--- src/rtl/avl_tx_mailbox.sv ---
// rtl/avl_tx_mailbox.sv - register-bus mailbox: host pushes words into a FIFO that drains to the TX stream
module avl_tx_mailbox #(
   parameter int pADDR_WIDTH = 8,
   parameter int pDATA_WIDTH = 32,
   parameter int pDEPTH      = 16
) (
   input  logic                   avl_clock,
   input  logic                   avl_rst_n,
   input  logic [pADDR_WIDTH-1:0] s_avl_addr,
   input  logic                   s_avl_wrena,
   input  logic [pDATA_WIDTH-1:0] s_avl_wrdata,
   input  logic                   s_avl_rdena,
   output logic [pDATA_WIDTH-1:0] s_avl_rddata,
   output logic                   s_avl_irq,
   output logic                   s_avl_wrq,
   output logic [pDATA_WIDTH-1:0] tx_data,
   output logic                   tx_valid,
   input  logic                   tx_ready
);

   localparam int PW = $clog2(pDEPTH);
   localparam int LW = PW + 1;

   localparam logic [pADDR_WIDTH-1:0] A_DATA   = pADDR_WIDTH'(0);
   localparam logic [pADDR_WIDTH-1:0] A_STATUS = pADDR_WIDTH'(1);
   localparam logic [pADDR_WIDTH-1:0] A_IRQ_EN = pADDR_WIDTH'(2);
   localparam logic [pADDR_WIDTH-1:0] A_THRESH = pADDR_WIDTH'(3);
   localparam logic [pADDR_WIDTH-1:0] A_CTRL   = pADDR_WIDTH'(4);

   logic [pDATA_WIDTH-1:0] mem [pDEPTH];
   logic [PW-1:0]          wr_ptr;
   logic [PW-1:0]          rd_ptr;
   logic [LW-1:0]          level;
   logic [LW-1:0]          thresh;
   logic [1:0]             irq_en;
   logic                   ovf;

   logic                   empty;
   logic                   full;
   logic                   data_wr;
   logic                   push;
   logic                   drop;
   logic                   pop;
   logic                   flush;
   logic                   ovf_clr;
   logic [pDATA_WIDTH-1:0] rd_word;

   // Full/empty come from the registered level, so a same-cycle pop never rescues a push to a full FIFO.
   assign empty   = (level == '0);
   assign full    = (level == LW'(pDEPTH));
   assign data_wr = s_avl_wrena & (s_avl_addr == A_DATA);
   assign push    = data_wr & ~full;
   assign drop    = data_wr & full;
   assign pop     = ~empty & tx_ready;
   assign flush   = s_avl_wrena & (s_avl_addr == A_CTRL) & s_avl_wrdata[0];
   assign ovf_clr = s_avl_wrena & (s_avl_addr == A_STATUS) & s_avl_wrdata[18];

   assign tx_valid  = ~empty;
   assign tx_data   = tx_valid ? mem[rd_ptr] : '0;
   assign s_avl_wrq = full;

   always_ff @(posedge avl_clock) begin
      if (push) begin
         mem[wr_ptr] <= s_avl_wrdata;
      end
   end

   always_comb begin
      rd_word = '0;
      case (s_avl_addr)
         A_STATUS: begin
            rd_word[LW-1:0] = level;
            rd_word[16]     = empty;
            rd_word[17]     = full;
            rd_word[18]     = ovf;
         end
         A_IRQ_EN: rd_word[1:0]    = irq_en;
         A_THRESH: rd_word[LW-1:0] = thresh;
         default:  rd_word         = '0;
      endcase
   end

   always_ff @(posedge avl_clock or negedge avl_rst_n) begin
      if (!avl_rst_n) begin
         wr_ptr       <= '0;
         rd_ptr       <= '0;
         level        <= '0;
         ovf          <= 1'b0;
         irq_en       <= '0;
         thresh       <= '0;
         s_avl_rddata <= '0;
         s_avl_irq    <= 1'b0;
      end else begin
         if (flush) begin
            wr_ptr <= '0;
            rd_ptr <= '0;
            level  <= '0;
         end else begin
            if (push) wr_ptr <= wr_ptr + PW'(1);
            if (pop)  rd_ptr <= rd_ptr + PW'(1);
            level <= level + LW'(push) - LW'(pop);
         end
         // A drop in the same cycle as a clear leaves the overflow flag set.
         if (drop) begin
            ovf <= 1'b1;
         end else if (ovf_clr) begin
            ovf <= 1'b0;
         end
         if (s_avl_wrena && (s_avl_addr == A_IRQ_EN)) irq_en <= s_avl_wrdata[1:0];
         if (s_avl_wrena && (s_avl_addr == A_THRESH)) thresh <= s_avl_wrdata[LW-1:0];
         if (s_avl_rdena) s_avl_rddata <= rd_word;
         s_avl_irq <= (irq_en[0] & (level <= thresh)) | (irq_en[1] & ovf);
      end
   end

endmodule

--- config.mk ---
export PLATFORM = sky130hd
export DESIGN_NAME = avl_tx_mailbox
export DESIGN_NICKNAME = d
export VERILOG_FILES = /design/src/rtl/avl_tx_mailbox.sv
export SDC_FILE = /design/constraint.sdc
export NUM_CORES = 1
export LEC_CHECK = 0
export CELL_PAD_IN_SITES_DETAIL_PLACEMENT = 0
export CELL_PAD_IN_SITES_GLOBAL_PLACEMENT = 1
export CORE_AREA = 2 2 201 203
export DETAILED_ROUTE_END_ITERATION = 10
export DIE_AREA = 0 0 203 205
export GPL_TIMING_DRIVEN = 0
export PLACE_DENSITY = 0.85
export RECOVER_POWER = 25
export SLEW_MARGIN = 20
export SYNTH_ARGS = -nofsm -noshare
export SYNTH_HDL_FRONTEND = slang
export SYNTH_SLANG_ARGS = --single-unit
export TNS_END_PERCENT = 50
--- constraint.sdc ---
create_clock -name avl_clock -period 8.5 [get_ports avl_clock]
set_input_delay 2.55 -clock avl_clock [delete_from_list [all_inputs] [get_ports avl_clock]]
set_output_delay 2.55 -clock avl_clock [all_outputs]
set_load 0.02 [all_outputs]
==> results of run 1 <==
-- where the power goes --
part	switching [W]	leakage (nW)	total (W)	internal (W)
combinational	0.00137	2.72	0.00246	0.00109
sequential	0.0000371	4.99	0.00298	0.00295
clock	0.000971	0.851	0.00233	0.00136
-- through the flow --
stage          cell area, sq um  worst slack [ns]  util (%)  std cells  power, W
5_1_grt                   25100              1.52      63.8       1856   0.00806
6_report                  25100              1.66      63.8       1856   0.00778
4_1_cts                   25100              1.66      63.8       1856   0.00781
3_5_place_dp              23400              2.19      59.4       1759   0.00550
3_3_place_gp              23000              1.79      58.4       1742   0.00546
2_1_floorplan             21500              2.97         -       1131   0.00460
-- placed cells by master (no fill, tap or decap), drive strengths merged, types with 12 or more instances in the layout --
| cell | n |
|---|---|
| edfxtp | 512 |
| mux2i | 131 |
| clkbuf | 113 |
| clkdlybuf4s50 | 69 |
| a22oi | 67 |
| mux4 | 64 |
| buf | 54 |
| and3 | 50 |
| a221o | 33 |
| dfrtp | 30 |
| conb | 24 |
| clkinv | 23 |
| inv | 22 |
| ha | 16 |
| dlygate4sd3 | 16 |
| nor2 | 13 |
| nor2b | 12 |
-- final timing paths --
check / start / slack (ns) / depth (start not counted) / endpoint
max: rd_ptr[1]$_DFFE_PN0P_ / 1.66 / 7 / tx_data[6]
min in group asynchronous: avl_rst_n / 1.86 / 1 / rd_ptr[2]$_DFFE_PN0P_
max reg2reg: level[3]$_DFF_PN0_ / 4.88 / 17 / level[4]$_DFF_PN0_
min reg2reg: s_avl_rddata[4]$_DFFE_PN0P_ / 0.50 / 1 / s_avl_rddata[4]$_DFFE_PN0P_
max in group asynchronous: avl_rst_n / 4.96 / 2 / level[1]$_DFF_PN0_
min: s_avl_rddata[4]$_DFFE_PN0P_ / 0.50 / 1 / s_avl_rddata[4]$_DFFE_PN0P_
-- cell families after synthesis --
logic type	count (synthesis)	share of synthesized area (%)
DFF	542	75.4
xor gates and xnor gates	5	0.205
and+or+nand+nor	108	3.03
muxes	204	13.3
AOI/OAI and AO/OA	125	4.68
buffers and inverters	106	2.32
other	1	0.0175
adders and majority gates	17	1.03
-- final cells by class --
cell class / count / area, sq um
flip-flops and latches: 542 / 16100
fillers: 2676 / 14300
multi-input cells: 483 / 4880
clock buffers: 63 / 1360
repair buffers: 103 / 1210
well taps: 525 / 657
plain buffers: 86 / 424
clock inverters: 34 / 369
inverters: 20 / 75.1
-- worst max-delay path: stages (launching register included) --
cell	delay [ns]
dfrtp_1	0.36
clkbuf_1	0.31
buf_2	0.29
buf_1	0.62
buf_1	0.80
mux4_2	0.42
a221o_1	0.32
clkdlybuf4s50_1	0.56
-- registers in the layout, indices dropped and copies added, names as in the netlist, 2 cells and up --
signal and flops:
thresh 5, mem 512, wr_ptr 4, level 5, irq_en 2, rd_ptr 4, s_avl_rddata 8
-- layer usage --
layer  part of all wire [%]  up-vias  routed length (microns)  global-route usage (%)
li1                       -     4853                        -                       -
met1                     42     5769                    19400                    30.8
met2                     49      432                    22800                    37.3
met3                    6.9       95                     3240                    4.69
met4                    2.6        0                     1230                    7.22
met5                      0        -                        0                       0
==> results.sh, run 1 <==
export IMPL_wl_per_cell_microns=25.2
export IMPL_via_count=11149
export IMPL_wl_microns=46700
export IMPL_ys_top_cells_by_area="edfxtp_1 72%, mux4_2 6.7%, mux2i_1 6.1%"
export IMPL_synth_edff_count=512
export IMPL_ys_flop_type="edfxtp_1"
export IMPL_final_hold_viol_count=0
export IMPL_die_w_microns=203
export IMPL_ctsResizeCount=0
export IMPL_rsz0062_at_grt="no"
export IMPL_io_pins=112
export IMPL_p_per_area_mw_per_mm2=310
export IMPL_synth_most_common_cell="edfxtp_1"
export IMPL_die_area_sq_mm=0.0416
export IMPL_final_period_utilization_pct=80.5
export IMPL_drc_errors=0
export IMPL_synth_cells=1108
export IMPL_hold_path_class="reg2reg"
export IMPL_drt_iter0_drc=1075
export IMPL_fin_hold_ws_ns=0.498
export IMPL_status="finished, final reports clean"
export IMPL_antenna_found_initial=0
export IMPL_clk_latency_ns=0.58
export IMPL_drive_gt1_share_pct=16.5
export IMPL_synth_warnings=0
export IMPL_worst_path_max_fanout=10
export IMPL_cts_tree="yes"
export IMPL_cts_hold_buf=0
export IMPL_numPortBuffers=86
export IMPL_async_flop_share_pct=5.54
export IMPL_core_area_sq_mm=0.0394
export IMPL_clock_sinks=542
export IMPL_grt_pass1_wl_microns=69600
export IMPL_ant_nets=0
export IMPL_grt_ovfl_total=0
export IMPL_grt_max_degree=27
export IMPL_fin_crit_ns=6.84
export IMPL_cp_end_kind="output port"
export IMPL_setup_viol=0
export IMPL_dieHeight_microns=205
export IMPL_finalSetupTns_ns=0
export IMPL_cp_arrival_ns=4.29
export IMPL_layout_nets=1350
export IMPL_num_antenna_cells=0
export IMPL_worstMarginPinSlew_ns=1.45
export IMPL_start_util_pct=54.3
export IMPL_viasPerCell=6.01
export IMPL_skew_ns=0.0202
export IMPL_cts_root_buffer="clkbuf_16"
export IMPL_ys_types=46
export IMPL_netlist_area_sq_mm=0.0214
export IMPL_first_global_vias=11629
export IMPL_leakagePower_nw=8.56
export IMPL_rows=73
export IMPL_ir_drop_mv=0.182
export IMPL_finalMaxSlewViolations=0
export IMPL_place_congestion=0.770
export IMPL_worstPathRequired_ns=5.95
export IMPL_dp_hpwl_microns=29200
export IMPL_synth_yosys_seq_area_share_pct=75.4
export IMPL_yosysTopAreaCell="edfxtp_1"
export IMPL_drv_cap=0
export IMPL_ys_ff_latch=542
export IMPL_area_growth_pct=17.3
export IMPL_dr_pass1_iters=5
export IMPL_synth_area_per_cell_sq_um=19.3
export IMPL_fmax_ghz=0.146
export IMPL_path_class="reg2out"
export IMPL_htree_num_levels=2
export IMPL_cts_buffer_depth=3
export IMPL_max_slew_margin_pct=3.32
export IMPL_clkTransAtPathRegs_ns=0.06
export IMPL_grtUsageTotal_pct=22.7
export IMPL_critPathLaunchType="flop"
export IMPL_synth_commonest_cells="512 x edfxtp_1, 131 x mux2i_1, 67 x a22oi_1"
export IMPL_post_cts_setup_buffers=0
export IMPL_cts_inserted_buffers=52
export IMPL_synth_top_area_share_pct=71.9
Power figures use the tool's default switching activity.
==> inputs of run 2 (changes only) <==
CORE_AREA = 2 2 206 208   (was 2 2 201 203)
DIE_AREA = 0 0 208 210   (was 0 0 203 205)
PLACE_DENSITY = 0.82   (was 0.85)
clock period = 6.62 ns   (was 8.5 ns; I/O delays follow)
==> run 2 against run 1 <==
The flow now finishes with violations (capacitance limit, slew limit). Sequential power rose by 29%. Die area rose by 5.0%. Utilization fell by 3.4 points. Clock power rose by 22%. Final cell count rose by 0.54%. Sequential share of layout area rose by 0.22 points. Non-clock buffer count fell by 1. Clock-buffer cell count rose by 8. Register-to-register slack got worse by 1.8 ns. Clock skew fell by 0.012 ns. Worst setup slack got worse by 1.1 ns. Via count fell by 0.72%. Highest routed layer unchanged.
==> results.sh, run 2 (synthesized netlist as in run 1, its figures left out) <==
export IMPL_cp_arrival_ns=4.07
export IMPL_cts_inserted_buffers=52
export IMPL_layout_nets=1349
export IMPL_top_register="mem"
export IMPL_skew_ns=0.00846
export IMPL_crit_chain="clkbuf_1, buf_2, buf_1, buf_1, mux4_2, a221o_1, clkdlybuf4s50_1"
export IMPL_final_hold_viol_count=0
export IMPL_setup_viol=0
export IMPL_fin_crit_ns=6.05
export IMPL_dr_pass1_iters=5
export IMPL_drive_gt1_share_pct=15.9
export IMPL_ir_drop_mv=0.237
export IMPL_drt_iter0_drc=988
export IMPL_rows=75
export IMPL_crit_buf_inv=5
export IMPL_start_util_pct=51.6
export IMPL_slowest_stage="buf_1"
export IMPL_p_per_area_mw_per_mm2=393
export IMPL_grt_max_degree=31
export IMPL_layout_common_cells="512 x edfxtp_1, 131 x mux2i_1, 67 x a22oi_1, 67 x clkdlybuf4s50_1, 64 x mux4_2"
export IMPL_io_pins=112
export IMPL_finalSetupTns_ns=0
export IMPL_grt_pass1_wl_microns=69200
export IMPL_cts_root_buffer="clkbuf_16"
export IMPL_worstPathRequired_ns=4.63
export IMPL_cts_tree="yes"
export IMPL_via_count=11069
export IMPL_fin_area_sq_mm=0.0250
export IMPL_status="finished, violations left"
export IMPL_cpLargestDelayFamily="buffers and inverters"
export IMPL_area_growth_pct=16.9
export IMPL_dp_hpwl_microns=29300
export IMPL_r2r_start="level[2]$_DFF_PN0_"
export IMPL_wl_microns=46300
export IMPL_drc_errors=0
export IMPL_core_area_sq_mm=0.0415
export IMPL_cts_hold_buf=0
export IMPL_final_period_utilization_pct=91.4
export IMPL_cts_buffer_depth=3
export IMPL_fin_ws_ns=0.568
export IMPL_die_area_sq_mm=0.0437
export IMPL_post_cts_setup_buffers=0
export IMPL_cp_end_kind="output port"
export IMPL_clkTransAtPathRegs_ns=0.06
export IMPL_die_w_microns=208
export IMPL_crit_top_cell="buf_1"
export IMPL_numPortBuffers=86
export IMPL_leakagePower_nw=8.51
export IMPL_htree_num_levels=2
export IMPL_max_slew_margin_pct=-15.9
export IMPL_worstMarginPinSlew_ns=1.74
export IMPL_final_common_cell="edfxtp_1"
export IMPL_fin_hold_ws_ns=0.506
export IMPL_worstSetupStartpoint="rd_ptr[1]$_DFFE_PN0P_"
export IMPL_fillerInstances=2948
export IMPL_grt_ovfl_total=0
export IMPL_clock_sinks=542
export IMPL_slowest_delay_ns=0.70
export IMPL_placed_cell_area_sq_mm=0.0234
export IMPL_top_regs="mem x512, s_avl_rddata x8"
export IMPL_dieHeight_microns=210
export IMPL_wl_per_cell_microns=24.8
export IMPL_antenna_found_initial=0
export IMPL_drv_cap=1
export IMPL_violations="capacitance limit, slew limit"
export IMPL_ant_nets=0
export IMPL_grtUsageTotal_pct=21.4
export IMPL_rsz0062_at_grt="no"
export IMPL_viasPerCell=5.93
export IMPL_place_congestion=0.767
export IMPL_num_antenna_cells=0
export IMPL_hold_path_class="reg2reg"
export IMPL_ctsResizeCount=0
export IMPL_p_total_w=0.00982
export IMPL_finalMaxSlewViolations=31
export IMPL_pre_cts_slack_ns=0.824
export IMPL_critPathLaunchType="flop"
export IMPL_worst_path_max_fanout=10
export IMPL_hp_start="s_avl_rddata[0]$_DFFE_PN0P_"
export IMPL_path_class="reg2out"
export IMPL_clk_latency_ns=0.59
export IMPL_fmax_ghz=0.165
export IMPL_first_global_vias=11221
export IMPL_largest_reg_flops=512
-- run 2: cell count changes in the layout (fill, tap and decap cells not counted), moves of 2 or more --
| cell | before | now |
|---|---|---|
| buf_12 | 12 | 10 |
| buf_16 | 4 | 6 |
| bufinv_16 | 7 | 4 |
| clkbuf_1 | 56 | 63 |
| clkdlybuf4s50_1 | 69 | 67 |
| clkinv_2 | 13 | 8 |
| clkinvlp_4 | 2 | 0 |
| dlygate4sd3_1 | 16 | 18 |
-- run 2: stage by stage --
step / cells / utilization, %
floorplan: 1131 / -
global placement: 1756 / 55.5
detailed placement: 1772 / 56.4
CTS: 1866 / 60.3
global route: 1866 / 60.3
finish: 1866 / 60.3
-- run 2: cell type report --
| cell class | instances | area (sq um) | area share, % |
|---|---|---|---|
| Sequential cell | 542 | 16100 | 64.5 |
| Multi-Input combinational cell | 483 | 4880 | 19.5 |
| Clock buffer | 71 | 1390 | 5.57 |
| Timing Repair Buffer | 102 | 1220 | 4.88 |
| Tap cell | 539 | 674 | 2.70 |
| Buffer | 86 | 425 | 1.70 |
| Clock inverter | 23 | 224 | 0.895 |
| Inverter | 20 | 75.1 | 0.300 |
-- run 2: worst paths after layout --
check                                          endpoint  slack (ns)  cells after the start
min in group asynchronous  s_avl_rddata[16]$_DFFE_PN0P_        1.85                      1
setup / recovery                             tx_data[6]        0.57                      7
setup reg to reg                     level[4]$_DFF_PN0_        3.05                     17
max in group asynchronous         rd_ptr[3]$_DFFE_PN0P_        3.76                      1
hold / removal              s_avl_rddata[0]$_DFFE_PN0P_        0.51                      1
hold reg to reg             s_avl_rddata[0]$_DFFE_PN0P_        0.51                      1
-- run 2: routing by layer --
metal | share of wire, % | track usage [%] | vias up
met5 | 0 | 0 | -
met1 | 42 | 30.0 | 5771
li1 | - | - | 4841
met2 | 50 | 35.7 | 396
met3 | 6.0 | 2.96 | 61
met4 | 1.9 | 5.89 | 0
-- run 2: power by group --
part           switching (W)  internal (W)  leakage (nW)
clock                0.00121       0.00163         0.792
combinational        0.00175       0.00140          2.73
sequential         0.0000460       0.00378          4.99
